[config.mk]
export PLATFORM = sky130hd
export DESIGN_NAME = cutthrough_filter_v2
export DESIGN_NICKNAME = d
export VERILOG_FILES = /design/src/rtl/cutthrough_filter_v2.sv
export SDC_FILE = /design/constraint.sdc
export NUM_CORES = 1
export LEC_CHECK = 0
export BUFFER_PORTS_ARGS = -buffer_cell sky130_fd_sc_hd__buf_2
export CAP_MARGIN = 0
export CORE_MARGIN = 4
export CORE_UTILIZATION = 54
export CTS_CLUSTER_SIZE = 14
export DETAILED_ROUTE_END_ITERATION = 8
export PLACE_DENSITY = 0.91
export SYNTH_ARGS = -nofsm -noshare
export SYNTH_HDL_FRONTEND = slang
export SYNTH_SLANG_ARGS = --single-unit
export TNS_END_PERCENT = 20
[constraint.sdc]
create_clock -name clk -period 2.2 [get_ports clk]
set_input_delay 0.11 -clock clk [delete_from_list [all_inputs] [get_ports clk]]
set_output_delay 0.11 -clock clk [all_outputs]
set_load 0.01 [all_outputs]
[src/rtl/cutthrough_filter_v2.sv]
// cutthrough_filter_v2: zero-latency AXI-Stream market-data filter.
// The first beat of each packet is parsed for msg_type/symbol_id and matched
// against a runtime-writable whitelist. Matching packets pass beat-for-beat,
// others are drained. The header of each forwarded packet is held on the pulse port.
// Build option: define CUTTHROUGH_STATS_EN to build the saturating statistics
// counters. Without it the stat_* ports are tied to zero.
module cutthrough_filter_v2 #(
  parameter int          WIDTH       = 64,
  parameter int          NUM_SYMBOLS = 8,
  parameter logic [7:0]  MSG_TYPE_0  = 8'h51,
  parameter logic [7:0]  MSG_TYPE_1  = 8'h54,
  parameter int          CNT_WIDTH   = 32,
  localparam int         AW          = (NUM_SYMBOLS > 1) ? $clog2(NUM_SYMBOLS) : 1
) (
  input  logic                 clk,
  input  logic                 rst,
  input  logic [WIDTH-1:0]     slave_tdata,
  input  logic [WIDTH/8-1:0]   slave_byteEnable,
  input  logic                 slave_tvalid,
  input  logic                 slave_tlast,
  output logic                 slave_tready,
  output logic [WIDTH-1:0]     master_tdata,
  output logic [WIDTH/8-1:0]   master_byteEnable,
  output logic                 master_tvalid,
  output logic                 master_tlast,
  input  logic                 master_tready,
  input  logic                 cfg_wr_en,
  input  logic [AW-1:0]        cfg_addr,
  input  logic [23:0]          cfg_symbol,
  input  logic                 cfg_entry_valid,
  input  logic                 cfg_bypass,
  output logic                 pulse_valid,
  input  logic                 pulse_ready,
  output logic [63:0]          pulse_header,
  output logic [CNT_WIDTH-1:0] stat_fwd_pkts,
  output logic [CNT_WIDTH-1:0] stat_drop_pkts,
  output logic [CNT_WIDTH-1:0] stat_pulse_overrun
);

  typedef enum logic [1:0] {S_IDLE, S_FWD, S_DROP} state_t;

  state_t                       state_q;
  logic [NUM_SYMBOLS-1:0]       wl_vld_q;
  logic [NUM_SYMBOLS-1:0][23:0] wl_sym_q;
  logic [NUM_SYMBOLS-1:0]       hit;
  logic [7:0]                   msg_type;
  logic [23:0]                  symbol_id;
  logic                         type_ok, match, pass, hs, load;
  logic                         pulse_valid_q, pulse_valid_d;
  logic [63:0]                  pulse_header_q, pulse_header_d;

  assign msg_type  = slave_tdata[WIDTH-1 -: 8];
  assign symbol_id = slave_tdata[WIDTH-9 -: 24];

  // Whitelist lookup runs in parallel across all entries; only valid entries can hit.
  for (genvar i = 0; i < NUM_SYMBOLS; i++) begin : g_ent
    assign hit[i] = wl_vld_q[i] && (wl_sym_q[i] == symbol_id);
  end

  assign type_ok = (msg_type == MSG_TYPE_0) || (msg_type == MSG_TYPE_1);
  assign match   = cfg_bypass || (type_ok && |hit);

  // Mid-packet the decision is frozen in the state; only first beats consult match.
  assign pass = (state_q == S_IDLE) ? match : (state_q == S_FWD);

  assign master_tdata      = slave_tdata;
  assign master_byteEnable = slave_byteEnable;
  assign master_tlast      = slave_tlast;
  assign master_tvalid     = slave_tvalid && pass;
  assign slave_tready      = pass ? master_tready : 1'b1;

  assign hs   = slave_tvalid && slave_tready;
  assign load = hs && (state_q == S_IDLE) && match;

  // Whitelist table: writes become visible to the lookup on the next cycle.
  always_ff @(posedge clk) begin
    if (rst) begin
      wl_vld_q <= '0;
      wl_sym_q <= '0;
    end else if (cfg_wr_en) begin
      for (int i = 0; i < NUM_SYMBOLS; i++) begin
        if (cfg_addr == AW'(i)) begin
          wl_vld_q[i] <= cfg_entry_valid;
          wl_sym_q[i] <= cfg_symbol;
        end
      end
    end
  end

  // Packet framing FSM, advanced only on beat handshakes.
  always_ff @(posedge clk) begin
    if (rst) begin
      state_q <= S_IDLE;
    end else if (hs) begin
      case (state_q)
        S_IDLE:  if (!slave_tlast) state_q <= match ? S_FWD : S_DROP;
        S_FWD,
        S_DROP:  if (slave_tlast) state_q <= S_IDLE;
        default: state_q <= S_IDLE;
      endcase
    end
  end

  // Pulse next-state: a new load always wins, otherwise pulse_ready consumes.
  always_comb begin
    pulse_valid_d  = pulse_valid_q;
    pulse_header_d = pulse_header_q;
    if (load) begin
      pulse_valid_d  = 1'b1;
      pulse_header_d = slave_tdata[WIDTH-1 -: 64];
    end else if (pulse_ready) begin
      pulse_valid_d  = 1'b0;
    end
  end

  // Pulse holding register.
  always_ff @(posedge clk) begin
    if (rst) begin
      pulse_valid_q  <= 1'b0;
      pulse_header_q <= '0;
    end else begin
      pulse_valid_q  <= pulse_valid_d;
      pulse_header_q <= pulse_header_d;
    end
  end

  assign pulse_valid  = pulse_valid_q;
  assign pulse_header = pulse_header_q;

`ifdef CUTTHROUGH_STATS_EN
  logic [CNT_WIDTH-1:0] fwd_q, fwd_d, drop_q, drop_d, ovr_q, ovr_d;
  logic                 pkt_end, ovr_ev;

  // A packet is counted once, on its last-beat handshake; pass reflects its decision.
  assign pkt_end = hs && slave_tlast;
  assign ovr_ev  = load && pulse_valid_q && !pulse_ready;

  // Saturating counter next-state.
  always_comb begin
    fwd_d  = fwd_q;
    drop_d = drop_q;
    ovr_d  = ovr_q;
    if (pkt_end && pass && (fwd_q != '1))   fwd_d  = fwd_q + CNT_WIDTH'(1);
    if (pkt_end && !pass && (drop_q != '1)) drop_d = drop_q + CNT_WIDTH'(1);
    if (ovr_ev && (ovr_q != '1))            ovr_d  = ovr_q + CNT_WIDTH'(1);
  end

  // Statistics registers.
  always_ff @(posedge clk) begin
    if (rst) begin
      fwd_q  <= '0;
      drop_q <= '0;
      ovr_q  <= '0;
    end else begin
      fwd_q  <= fwd_d;
      drop_q <= drop_d;
      ovr_q  <= ovr_d;
    end
  end

  assign stat_fwd_pkts      = fwd_q;
  assign stat_drop_pkts     = drop_q;
  assign stat_pulse_overrun = ovr_q;
`else
  assign stat_fwd_pkts      = '0;
  assign stat_drop_pkts     = '0;
  assign stat_pulse_overrun = '0;
`endif

endmodule

==> run metrics <==
CP Launch Point wl_sym_q[111]$_SDFFE_PP0P_; final net count 2023; CTS tree built; Area Growth Syn to Fin 22.6%; DR vias 12400; clock sinks 267; DRT Pass-1 Iters 6; CP endpoint kind primary output; Internal Dissipation 8.82 mW; Post-Syn Area 13400 sq um; Synth top area share 39.9%; leading area contributor after synthesis dfxtp_1; clock buffer depth 3; 1st-iter DRT viols 1697; # IOs 344; Comb power frac 14.0%; RSZ-0062 raised after global routing true; die width 165 um; Pwr per Cell Area 722 nW/um^2; first-pass GRT wire length 65300 um; Cells after Synth 1676; r2r startpoint wl_sym_q[111]$_SDFFE_PP0P_; highest-count cells in the layout ignoring fill and taps nand2_1 (544), dfxtp_1 (257), buf_2 (229), a21oi_1 (201), xnor2_1 (172); Hold Startpoint rst; cell row count 57; total gr overflow 0; fin crit period 2.67 ns; hpwl dp 29400 um; CTS H-tree depth 1; distinct cell type count after synthesis 30; Worst Path Buf+Inv 2; Area contributors post-synth dfxtp_1 (40%), nand2_1 (15%), xnor2_1 (13%); CTS buffer count 28; antenna violations before repair 1; WS Path Type flip-flop to primary output; Cell Chain, Critical Path xnor2_1 > nand4_1 > nor4_2 > a22oi_2 > nand4_1 > a21oi_2 > buf_4 > nand2_2 > and3b_1 > buf_6; largest net degree at the start of global routing 202; CP max FO 2; ANT nets after route 0; GPL Wtd Cong 0.941; Post-DP Area 14200 sq um; Clock Power Share 43.5%; Worst Max-Slew Pin Slew 0.944 ns; Initial Util 55.0%; clock slew at reported path FFs 0.06 ns; kind of start point of the critical path flip-flop; final hold viol count 0; Seq cells post-synth 267; GRT Total Usage 30.8%; switch share 25.6%; pre-CTS setup slack -0.308 ns; WHS 0.00566 ns; Total Wirelength 45000 um; outcome finished with violations; CP max-delay cell nor4_2; VDD IR max 0.630 mV; Die H 165 um; Inst Count DP 2132; register area share after synthesis 39.9%; worst setup margin -0.472 ns; vias per inst 5.48; sequential share of power 42.5%; period utilisation layout 121%; vias in the first global route 11600; failing checks negative setup slack; Largest delay share family, worst path simple AND/OR/NAND/NOR gates; Switch Pwr 3.04 mW; Syn Area/Cell 7.99 sq um; fin util 67.5%; maximum clock rate 0.374 GHz; worst stage delay on the critical path 0.35 ns; max-slew violation count 0; fraction of layout cells with a size suffix above 1 22.6%; CTS root buffer clkbuf_16; Pleak 6.27 nW; Worst Skew 0.0146 ns; Final Setup Violations 67; critical path data required time 2.09 ns; max cap viols 0; final std cells w/o fill 2260; Port Buffers 231; most numerous cell on the critical path nand4_1; Arr. time, crit path 2.56 ns; Slew HR 37.1%; YS warnings 0; core region area 24300 sq um; commonest non-fill, non-tap cell in the layout nand2_1; Die ar. 27400 sq um; worst skew pair latency 0.55 ns; DR WL/cell 19.9 um; DRC Markers 0; Worst Hold Class primary input to flip-flop; fin area 16400 sq um
## timing repair
action                     4_1_cts  5_1_grt
resized for setup               55       18
hold endpoints to repair       245        0
pin swaps                       26       10
gates cloned                     4        0
setup endpoints to repair       67       69
setup buffers                    5        2
hold buffers                    70        0
## worst min-delay path: stages
cell and delay (ns):
buf_6 0.09, inv_4 0.13, nand2_1 0.11, mux2i_1 0.05
## routing by layer
layer  GRT usage (%)  vias to the layer above  part of all wire, %
met5               0                        -                0.020
met2            52.5                      824                   48
met1            36.3                     5793                   35
li1                -                     5576                    -
met3            5.66                      189                   11
met4            17.9                        2                  6.8
## per-stage QoR
stage	power, mW	setup TNS, ns
floorplan	6.23	0
global placement	6.53	-12.51
detailed placement	6.57	-16.26
CTS	11.8	-1.50
global route	12.2	-17.96
finish	11.9	-13.21
## cells in the mapped netlist
cell	count
nor2_1	9
and2_1	1
nor3_1	11
xnor2_1	193
clkinv_1	1
clkbuf_2	25
nor2_4	1
buf_6	6
or4bb_1	1
nand2b_1	3
buf_4	188
a21oi_1	201
a22oi_1	4
nand4_1	42
nor4_1	9
nor2b_1	4
o21ai_0	1
conb_1	1
nand3_1	14
nand2_1	545
a41o_1	1
o21a_1	1
ha_1	2
inv_1	2
buf_12	6
dfxtp_1	267
a21oi_2	1
clkbuf_1	70
mux2i_1	65
and3b_1	1
## state kept, by name (all words and copies together), names as in the netlist
signal        count
pulse_header     64
pulse_valid       1
wl_vld_q          8
state_q           2
wl_sym_q        192
## cell families after synthesis
family                   Yosys count  synth area share (%)
AND/OR/NAND/NOR                  641                  19.5
AO/OA/AOI/OAI                    209                  7.97
buffers and inverters            298                  14.9
XOR/XNOR                         193                  12.6
other                              1                0.0280
adder cells (fa/ha/maj)            2                 0.187
multiplexers                      65                  4.86
flip-flops                       267                  39.9
## area by class of cell
| class | instances | area, sq um |
|---|---|---|
| Antenna cell | 1 | 2.50 |
| Clock buffer | 43 | 868 |
| Clock inverter | 9 | 150 |
| Fill cell | 1847 | 7910 |
| Inverter | 3 | 13.8 |
| Multi-Input combinational cell | 1206 | 6700 |
| Sequential cell | 267 | 5370 |
| Tap cell | 324 | 405 |
| Timing Repair Buffer | 407 | 2910 |
## final timing paths
path                            depth (start not counted)                       endpoint  slack [ns]
worst min register to register                          2  pulse_header[45]$_SDFFE_PP0P_        0.45
worst max-delay path                                   10                  master_tvalid       -0.47
worst max register to register                         12  pulse_header[27]$_SDFFE_PP0P_       -0.28
worst min-delay path                                    4  pulse_header[39]$_SDFFE_PP0P_       0.006
## power by group through the flow
stage / Clock, mW / Combinational [mW] / Sequential, mW
after floorplan: 0 / 1.08 / 5.15
after global placement: 0 / 1.40 / 5.13
after detailed placement: 0 / 1.43 / 5.14
after CTS: 5.16 / 1.59 / 5.03
after global routing: 5.37 / 1.76 / 5.05
final: 5.15 / 1.66 / 5.04
Note: power is estimated with default switching activity, not from simulation.
